--- src/rtl/stream_mux_pkg.sv ---
// stream_mux_pkg: mode constants and select-width helper for stream_mux_rr
package stream_mux_pkg;
  localparam logic MODE_FIXED = 1'b0;
  localparam logic MODE_RR    = 1'b1;
  function automatic int sel_width(input int n);
    return $clog2(n);
  endfunction
endpackage

--- src/rtl/rr_arbiter.sv ---
// rr_arbiter: combinational round-robin grant (req, ptr -> one-hot grant, gidx, any) via rotate/encode/rotate-back
module rr_arbiter
  import stream_mux_pkg::*;
#(
  parameter int NCH = 8,
  localparam int SELW = sel_width(NCH)
) (
  input  logic [NCH-1:0]  req,
  input  logic [SELW-1:0] ptr,
  output logic [NCH-1:0]  grant,
  output logic [SELW-1:0] gidx,
  output logic            any
);
  logic [NCH-1:0]  rot;
  logic [SELW-1:0] ridx;
  always_comb begin
    rot  = '0;
    ridx = '0;
    for (int i = 0; i < NCH; i++) rot[i] = req[(i + int'(ptr)) % NCH];
    for (int i = NCH - 1; i >= 0; i--) if (rot[i]) ridx = SELW'(i);
    any   = |rot;
    gidx  = SELW'((int'(ridx) + int'(ptr)) % NCH);
    grant = any ? {{(NCH-1){1'b0}}, 1'b1} << gidx : '0;
  end
endmodule

--- src/rtl/stream_mux_rr.sv ---
// stream_mux_rr: registered NCH:1 valid/ready stream mux; mode/sel pick fixed or round-robin source, out_data/out_ch/out_valid registered
module stream_mux_rr
  import stream_mux_pkg::*;
#(
  parameter int WIDTH = 8,
  parameter int NCH   = 8,
  localparam int SELW = sel_width(NCH)
) (
  input  logic                 clk,
  input  logic                 rst,
  input  logic                 mode,
  input  logic [SELW-1:0]      sel,
  input  logic [NCH-1:0]       in_valid,
  input  logic [NCH*WIDTH-1:0] in_data,
  output logic [NCH-1:0]       in_ready,
  output logic                 out_valid,
  input  logic                 out_ready,
  output logic [WIDTH-1:0]     out_data,
  output logic [SELW-1:0]      out_ch
);
  logic             out_valid_q, out_valid_d;
  logic [WIDTH-1:0] out_data_q, out_data_d;
  logic [SELW-1:0]  out_ch_q, out_ch_d, ptr_q, ptr_d, rr_idx, gidx;
  logic [NCH-1:0]   rr_grant, fx_grant, grant;
  logic             rr_any, fx_hit, load, xfer;
  rr_arbiter #(.NCH(NCH)) u_arb (
    .req  (in_valid),
    .ptr  (ptr_q),
    .grant(rr_grant),
    .gidx (rr_idx),
    .any  (rr_any)
  );
  always_comb begin
    fx_hit      = (int'(sel) < NCH) && in_valid[sel];
    fx_grant    = fx_hit ? {{(NCH-1){1'b0}}, 1'b1} << sel : '0;
    grant       = (mode == MODE_RR) ? rr_grant : fx_grant;
    gidx        = (mode == MODE_RR) ? rr_idx : sel;
    load        = !out_valid_q || out_ready;
    xfer        = load && !rst && ((mode == MODE_RR) ? rr_any : fx_hit);
    in_ready    = xfer ? grant : '0;
    out_valid_d = xfer || (out_valid_q && !out_ready);
    out_data_d  = xfer ? in_data[gidx*WIDTH +: WIDTH] : out_data_q;
    out_ch_d    = xfer ? gidx : out_ch_q;
    ptr_d       = (xfer && mode == MODE_RR) ? ((int'(gidx) == NCH - 1) ? '0 : gidx + 1'b1) : ptr_q;
  end
  always_ff @(posedge clk) begin
    if (rst) begin
      out_valid_q <= 1'b0;
      out_data_q  <= '0;
      out_ch_q    <= '0;
      ptr_q       <= '0;
    end else begin
      out_valid_q <= out_valid_d;
      out_data_q  <= out_data_d;
      out_ch_q    <= out_ch_d;
      ptr_q       <= ptr_d;
    end
  end
  assign out_valid = out_valid_q;
  assign out_data  = out_data_q;
  assign out_ch    = out_ch_q;
endmodule

--- config.mk ---
export PLATFORM = sky130hd
export DESIGN_NAME = stream_mux_rr
export DESIGN_NICKNAME = d
export VERILOG_FILES = /design/src/rtl/stream_mux_pkg.sv /design/src/rtl/rr_arbiter.sv /design/src/rtl/stream_mux_rr.sv
export SDC_FILE = /design/constraint.sdc
export NUM_CORES = 1
export LEC_CHECK = 0
export ABC_CLOCK_PERIOD_IN_PS = 5100
export CORE_ASPECT_RATIO = 1.4
export CORE_MARGIN = 1
export CORE_UTILIZATION = 44
export CTS_BUF_LIST = sky130_fd_sc_hd__clkbuf_4 sky130_fd_sc_hd__clkbuf_8 sky130_fd_sc_hd__clkbuf_16
export CTS_CLUSTER_SIZE = 16
export DETAILED_ROUTE_END_ITERATION = 7
export GPL_ROUTABILITY_DRIVEN = 0
export PLACE_DENSITY = 0.83
export SKIP_LAST_GASP = 1
export SYNTH_ARGS = -nofsm -noshare
export SYNTH_HDL_FRONTEND = slang
export SYNTH_SLANG_ARGS = --single-unit
--- constraint.sdc ---
create_clock -name clk -period 5.1 [get_ports clk]
set_input_delay 1.02 -clock clk [delete_from_list [all_inputs] [get_ports clk]]
set_output_delay 1.02 -clock clk [all_outputs]
set_load 0.03 [all_outputs]
# After elaboration in Yosys (flattened, before gate mapping)
# Cells that the tools add are included.
# word_totals
elab_cells	90
out_inout_bits	20
reg_bits	15
inputBits	79
# classes
add_sub_neg	9
shifts	3
order_cmp	9
n_bitwise	7
n_mux	40
eq_ne	1
reduce_logical	17
# op_table
op	count
$shiftx 64x7->8	1
$lt 4x5->1 const B	7
$mux 8	4
$mux 3	10
$bmux 1 s3	9
$reduce_or 3->1	7
$mux 1	17
$shl 1x3->8 const A	2
$add 3x3->3 const A	4
$lt 3x4->1 const B	2
$reduce_or 8->1	1
$and 1x1->1 const A	7
$add 2x3->3 const A	2
$logic_and 1x1->1	4
$add 1x3->3 const A	1
$add 3x1->3 const B	1
$add 3x3->3	1
$eq 3x1->1 const B	1
$logic_not 1->1	3
$logic_or 1x1->1	2

# Longest topological paths before layout
# Gate-level depths: netlist of run 1.
# depth
depth_word	19
ltp_mapped	21

# Modules after synthesis
# A second synthesis of run 1 with hierarchy kept.
# unflattened
cells_unflattened	235
area_unflattened_um2	2509.9
# modules_own_cells
module	n_inst	area_per_inst_um2	cells_per_inst	seq_area_each_um2
stream_mux_rr	1	1416.4	127	300.3
rr_arbiter	1	1093.5	108	0.0

# Worst setup path after synthesis of run 1
# OpenSTA, ideal clock, no wires.
# synth_timing
path_type	input to output
startpoint	input port in_valid[6]
endpoint	output port in_ready[6]
arrival_ps	4171
setup_slack_ps	-91
required_time_ps	4080
path_stages	13
path_cell_list	mux4_1 -> mux2_2 -> and2b_1 -> o21ai_0 -> a2bb2oi_1 -> o22a_1 -> ha_1 -> inv_1 -> fa_1 -> nor4_4 -> buf_2 -> o21ai_1 -> a21oi_1
# synth_between
elab_chain_len	16
word_cells_on_any_way	42
cone_classes	1 x add/sub; 1 x shift; 38 x mux; 2 x reduce/logical
# synth_lines
item	line_no	text
start: declaration	stream_mux_rr.sv:13	input logic [NCH-1:0] in_valid,
$bmux 1 s3	rr_arbiter.sv:19	for (int i = 0; i < NCH; i++) rot[i] = req[(i + int'(ptr)) % NCH];
$mux 1 (not written as such) (2 in series)	rr_arbiter.sv:19	
$mux 3 (8 in series)	rr_arbiter.sv:20	for (int i = NCH - 1; i >= 0; i--) if (rot[i]) ridx = SELW'(i);
$add 3x3->3	rr_arbiter.sv:22	gidx = SELW'((int'(ridx) + int'(ptr)) % NCH);
$shl 1x3->8	rr_arbiter.sv:23	grant = any ? {{(NCH-1){1'b0}}, 1'b1} << gidx : '0;
$mux 8	rr_arbiter.sv:23	
$mux 8	stream_mux_rr.sv:36	grant = (mode == MODE_RR) ? rr_grant : fx_grant;
$mux 8 (*)	stream_mux_rr.sv:40	in_ready = xfer ? grant : '0;
end: declaration	stream_mux_rr.sv:15	output logic [NCH-1:0] in_ready,
# Mark *: on every way between the ends. The rest lies on a longest branch, timed or not. The select of a mux whose other input is x is not followed.

# Worst setup path after layout of run 1
# layout_timing
startpoint	input port in_valid[7]
endpoint	output port in_ready[0]
# Same word-level chain as after synthesis.

==> flow_summary.toml, run 1 <==
[floorplanning]
std_cell_rows = 30
die_w_microns = 63.3
core_sq_um = 4950
ios = 99
dieArea_sq_um = 5550
start_util = 0.467
die_h_microns = 87.8

[clock_network]
numCtsBuffers = 3
clkSinkCount = 15
clockBufferDepth = 2
cts_tree = "done"
cts_root_buf = "clkbuf_8"
h-tree-depth = 1
insertion_delay_ns = 0.25
clk_pin_slew_ns = 0.06

[synthesis]
synthArstFlopShare = 0
syn_area_sq_um = 2310
synth_top_area_share = 0.130
ys_seq_elements = 15
synth_top_area_cell = "dfxtp_1"
ys_warn_count = 0
synth_common_cells = "nand2_1, mux2i_1, o211ai_1"
synth_nets = 370
synth_edf_count = 0
ys.flop_type = "dfxtp_1"
synthTopCellsByArea = "dfxtp_1, mux2i_1, mux4_2, nand2_1, o211ai_1"
postSynthCellCount = 286
synth.distinct_cells = 53
synth_most_common_cell = "nand2_1"
avgSynthCellArea_sq_um = 8.08
yosysSeqAreaShare = 0.130

[global_route]
antenna_found_initial = 0
grt_overflow = 0
grt_max_degree = 18
grt_pass1_wl_microns = 11800
grtUsageTotal = 0.264
first_global_vias = 2681

[critical_path]
cp.arrival_ns = 4.30
crit_buf_inv = 5
worstPathRequired_ns = 4.08
critPathKind = "primary input to output port"
crit_family = "adder cells"
cpMostUsedCell = "inv_2"
critPathSlowestCell = "fa_2"
max_stage_delay_ns = 0.57
crit_path_end_kind = "output port"
crit_chain = "buf_8 > mux4_2 > mux2i_2 > buf_4 > and2b_1 > o21ai_1 > a2bb2oi_1 > o22a_1 > ha_2 > inv_2 > fa_2 > inv_2 > nor3_2 > or3b_4 > a21oi_4 > buf_6"
start_kind = "primary input"
crit_path_max_fanout = 6

[power]
total_power_mw = 1.07
p_per_area_nw_per_um2 = 287
peakVddDrop_mv = 0.182
p_leak_nw = 1.48

[drt]
via_per_inst = 5.71
drt_iter0_drc = 107
route.final.wire_length_microns = 7340
routedWlPerCell_microns = 15.7
ant_nets = 0
drc = 0
vias = 2670
dr.pass1.iters = 4

[timing]
fin_crit_sh = 1.04
slew_headroom = 0.372
period_needed_ns = 5.32
setup_slack_ns = -0.221
fin_setup_tns_ns = -0.801
fmax_mhz = 188
worstMarginPinSlew_ns = 0.942
drv_slew = 0
setup_viol = 5
skew_ns = 0.00383
hold_viol = 0
rsz0062_at_grt = "true"

[place]
numPortBuffers = 98
dp_hpwl_microns = 5740

[layout]
final_nets = 489
n_antenna_cell = 0
layout-drive-gt1-share = 0.277
synthToLayoutAreaGrowth_pct = 60.6

[outcome]
status = "finished with violations"
violations = "negative setup slack"

[min_path]
hold_path_class = "flop to flop"

[job]
maxCapViolCount = 0
## routing by layer
metal | track usage | wire length (microns)
met5 | 0 | 0
met4 | 0.136 | 335
met3 | 0.0195 | 329
met2 | 0.536 | 4060
met1 | 0.266 | 2610
## cell type report
type | instances | area (sq um)
multi-input cells | 238 | 1940
repair buffers | 138 | 1320
fillers | 363 | 1240
flip-flops and latches | 15 | 300
well taps | 64 | 80.1
clock buffers | 3 | 41.3
inverters | 9 | 33.8
clock inverters | 1 | 5.00
## what timing repair did
action	in CTS	in global routing
gates cloned	0	1
resized for setup	58	18
endpoints found under the setup margin	8	8
pin swaps	9	7
buffers inserted	3	1
endpoints found under the hold margin	0	0
hold buffers	0	0
## sequential cells by signal, indices dropped and copies added (netlist names)
name       flops
ptr_q          3
out_ch         3
out_valid      1
out_data       8
## tightest hold or removal path: cells and delay by family (launching register included)
kind	cells	cell delay (ns)
AOI/OAI and AO/OA	1	0.07
DFF	1	0.31
and+or+nand+nor	1	0.07
## logic make-up (layout without fill, tap and decap cells)
kind of cell,after synthesis,after routing,synth area share
simple gates,113,113,0.255
compound gates,73,73,0.241
mux,44,44,0.264
buf+inv,33,151,0.0649
flops,15,15,0.130
fa+ha+maj,5,5,0.0303
xor+xnor,3,3,0.0146
## report_power, final
part / leakage [nW] / total, mW / switching, mW / internal [mW]
logic: 1.33 / 0.808 / 0.403 / 0.405
registers: 0.124 / 0.161 / 0.0182 / 0.143
clock network: 0.0255 / 0.0955 / 0.0414 / 0.0541
## cell usage in the layout, fill, tap and decap left out, types with 4 or more instances in the layout
cell             instances
clkdlybuf4s50_1         82
nand2_1                 51
buf_4                   39
mux2i_1                 22
o211ai_1                16
dfxtp_1                 15
buf_6                   13
nor2_1                  12
mux4_2                  12
nand3_1                 12
a211oi_1                10
nand3b_1                 9
mux2_2                   8
o21ai_1                  7
nor2b_1                  6
a21oi_2                  6
a21oi_1                  6
o311ai_1                 6
nand2b_1                 5
inv_1                    4
inv_2                    4
nor3_1                   4
## per-stage QoR
step,area [sq um],util,cells,setup slack [ns],hold WS [ns]
2_1_floorplan,2330,-,286,0.0312,0.580
3_3_place_gp,3540,0.714,459,-0.519,0.448
3_5_place_dp,3540,0.714,459,-0.686,0.464
4_1_cts,3630,0.733,466,-0.150,0.496
5_1_grt,3710,0.749,468,-0.326,0.522
6_report,3710,0.749,468,-0.221,0.496
## final timing paths
| path | from | end | slack (ns) | depth (start not counted) |
|---|---|---|---|---|
| hold reg to reg | out_ch[1] | out_ch[1] | 0.50 | 2 |
| hold / removal | out_ch[1] | out_ch[1] | 0.50 | 2 |
| setup / recovery | in_valid[7] | in_ready[0] | -0.22 | 16 |
| setup reg to reg | ptr_q[0] | out_data[2] | 0.78 | 16 |
No activity file was read; power rests on OpenSTA's default activity.
==> inputs of run 2 (changes only) <==
- CTS_CLUSTER_DIAMETER: not set -> 60
- SLEW_MARGIN: not set -> 20
==> results of run 2 <==
Final layout, timing and power as in run 1 (identical DEF).
==> inputs of run 3 (changes only) <==
--- a/constraint.sdc
+++ b/constraint.sdc
@@ -3,2 +3,2 @@
 set_output_delay 1.02 -clock clk [all_outputs]
-set_load 0.03 [all_outputs]
+set_load 0.01 [all_outputs]
==> run 3 against run 2 <==
Net effect: the flow still finishes with violations (negative setup slack); via count increased by 1.5%; sequential power barely moved; clock skew is 0.0012 ns lower; design area rose by 1.7%; flip-flop and latch count unchanged; combinational power grew 1%; wire length up 5.3%; first-iteration DRC count is 8.4% lower; critical path depth unchanged; power grew 1.1%; largest power group unchanged.
==> flow_summary.toml, run 3 (synthesized netlist as in run 1, its figures left out) <==
[outcome]
status = "finished with violations"
violations = "negative setup slack"

[layout]
largest_register_ffs = 8
n_antenna_cell = 0
synthToLayoutAreaGrowth_pct = 63.3
layout_commonest_cell = "clkdlybuf4s50_1"
finalNonFillerCells = 477
fin_area_sq_um = 3780
final_cell_mix = "clkdlybuf4s50_1, nand2_1, buf_4"
layout-drive-gt1-share = 0.300
final_nets = 498

[power]
p_sw_frac = 0.413
total_power_mw = 1.08
p_comb_frac = 0.758
internal_power_mw = 0.632
p_seq_frac = 0.149
switchingPower_mw = 0.444
p_leak_nw = 1.53
p_per_area_nw_per_um2 = 285
p_clk_frac = 0.093
peakVddDrop_mv = 0.154

[timing]
fin_crit_sh = 1.02
period_needed_ns = 5.22
fmax_mhz = 191
rsz0062_at_grt = "true"
slew_headroom = 0.355
worstMarginPinSlew_ns = 0.968
drv_slew = 0
hold_viol = 0
skew_ns = 0.00259
hold_ws_ns = 0.460
fin_setup_tns_ns = -0.428
setup_slack_ns = -0.123
setup_viol = 4

[clock_network]
cts_root_buf = "clkbuf_8"
clockBufferDepth = 2
numCtsBuffers = 3
insertion_delay_ns = 0.24
cts_tree = "done"
hold_buffers = 0
clk_pin_slew_ns = 0.06
h-tree-depth = 1
clkSinkCount = 15

[global_route]
globalRouteMet1Util = 0.268
grt_overflow = 0
grtUsageTotal = 0.282
use_met3 = 0.0247
top_usage_layer = "met2"
antenna_found_initial = 0
grt_max_degree = 18
first_global_vias = 2868
grt_pass1_wl_microns = 12500
use_met2 = 0.584

[place]
dp_hpwl_microns = 6050
placedInstanceArea_sq_um = 3600
numPortBuffers = 98
dpl.cell_count = 468

[floorplanning]
die_w_microns = 63.3
core_sq_um = 4950
ios = 99
die_h_microns = 87.8
std_cell_rows = 30
start_util = 0.467
dieArea_sq_um = 5550

[critical_path]
rr_startpoint = "ptr_q[1]"
crit_path_max_fanout = 6
cp.arrival_ns = 4.20
critPathKind = "primary input to output port"
worstPathRequired_ns = 4.08
start_kind = "primary input"
setup.worst_path.start = "in_valid[3]"
crit_path_end_kind = "output port"

[drt]
drt_iter0_drc = 98
dr.pass1.iters = 4
vias = 2709
drc = 0
ant_nets = 0
via_per_inst = 5.68
route.final.wire_length_microns = 7720
routedWlPerCell_microns = 16.2

[min_path]
holdCritStartpoint = "out_ch[1]"
hold_path_class = "flop to flop"

[job]
maxCapViolCount = 0
run 3: path summary, 6_finish.rpt:
check / slack, ns / cells after the start / endpoint
worst min register to register: 0.46 / 2 / out_ch[1]
worst max-delay path: -0.12 / 16 / in_ready[0]
worst min-delay path: 0.46 / 2 / out_ch[1]
worst max register to register: 0.82 / 18 / out_data[2]
run 3: area by class of cell:
cell class	instances	area [sq um]
multi-input cells	238	1960
inverters	9	33.8
clock buffers	4	48.8
flip-flops and latches	15	300
fillers	363	1180
repair buffers	147	1350
well taps	64	80.1
run 3: power by group through the flow:
stage	clock network, mW	registers (mW)	logic [mW]
3_5_place_dp	0	0.161	0.729
4_1_cts	0.102	0.159	0.763
2_1_floorplan	0	0.169	0.424
6_report	0.100	0.160	0.816
5_1_grt	0.107	0.163	0.874
3_3_place_gp	0	0.159	0.710
run 3: per-stage QoR:
stage	util	setup WS [ns]
after floorplan	-	0.186
after global placement	0.727	-0.915
after detailed placement	0.727	-1.12
after CTS	0.748	-0.0632
after global routing	0.762	-0.226
final	0.762	-0.123
run 3: critical path, stage by stage:
cell and delay, ns:
buf_8 0.10, mux4_2 0.51, mux2i_4 0.22, buf_4 0.14, and2b_2 0.17, o21ai_2 0.07
a2bb2oi_2 0.13, o22a_1 0.15, ha_2 0.17, inv_2 0.04, fa_2 0.58, inv_2 0.06
nor3_2 0.16, or3b_4 0.40, a21oi_2 0.15, buf_2 0.15
run 3: what timing repair did:
item,4_1_cts,5_1_grt
resized for setup,90,16
setup endpoints to repair,8,8
pin swaps,9,6
buffers inserted,1,4
run 3: routing by layer:
metal  share of wire  vias to the layer above  wire length (microns)
met5               0                        -                      0
met2            0.56                      108                   4340
met1            0.35                     1247                   2680
li1                -                     1322                      -
met3           0.041                       32                    317
met4           0.051                        0                    395
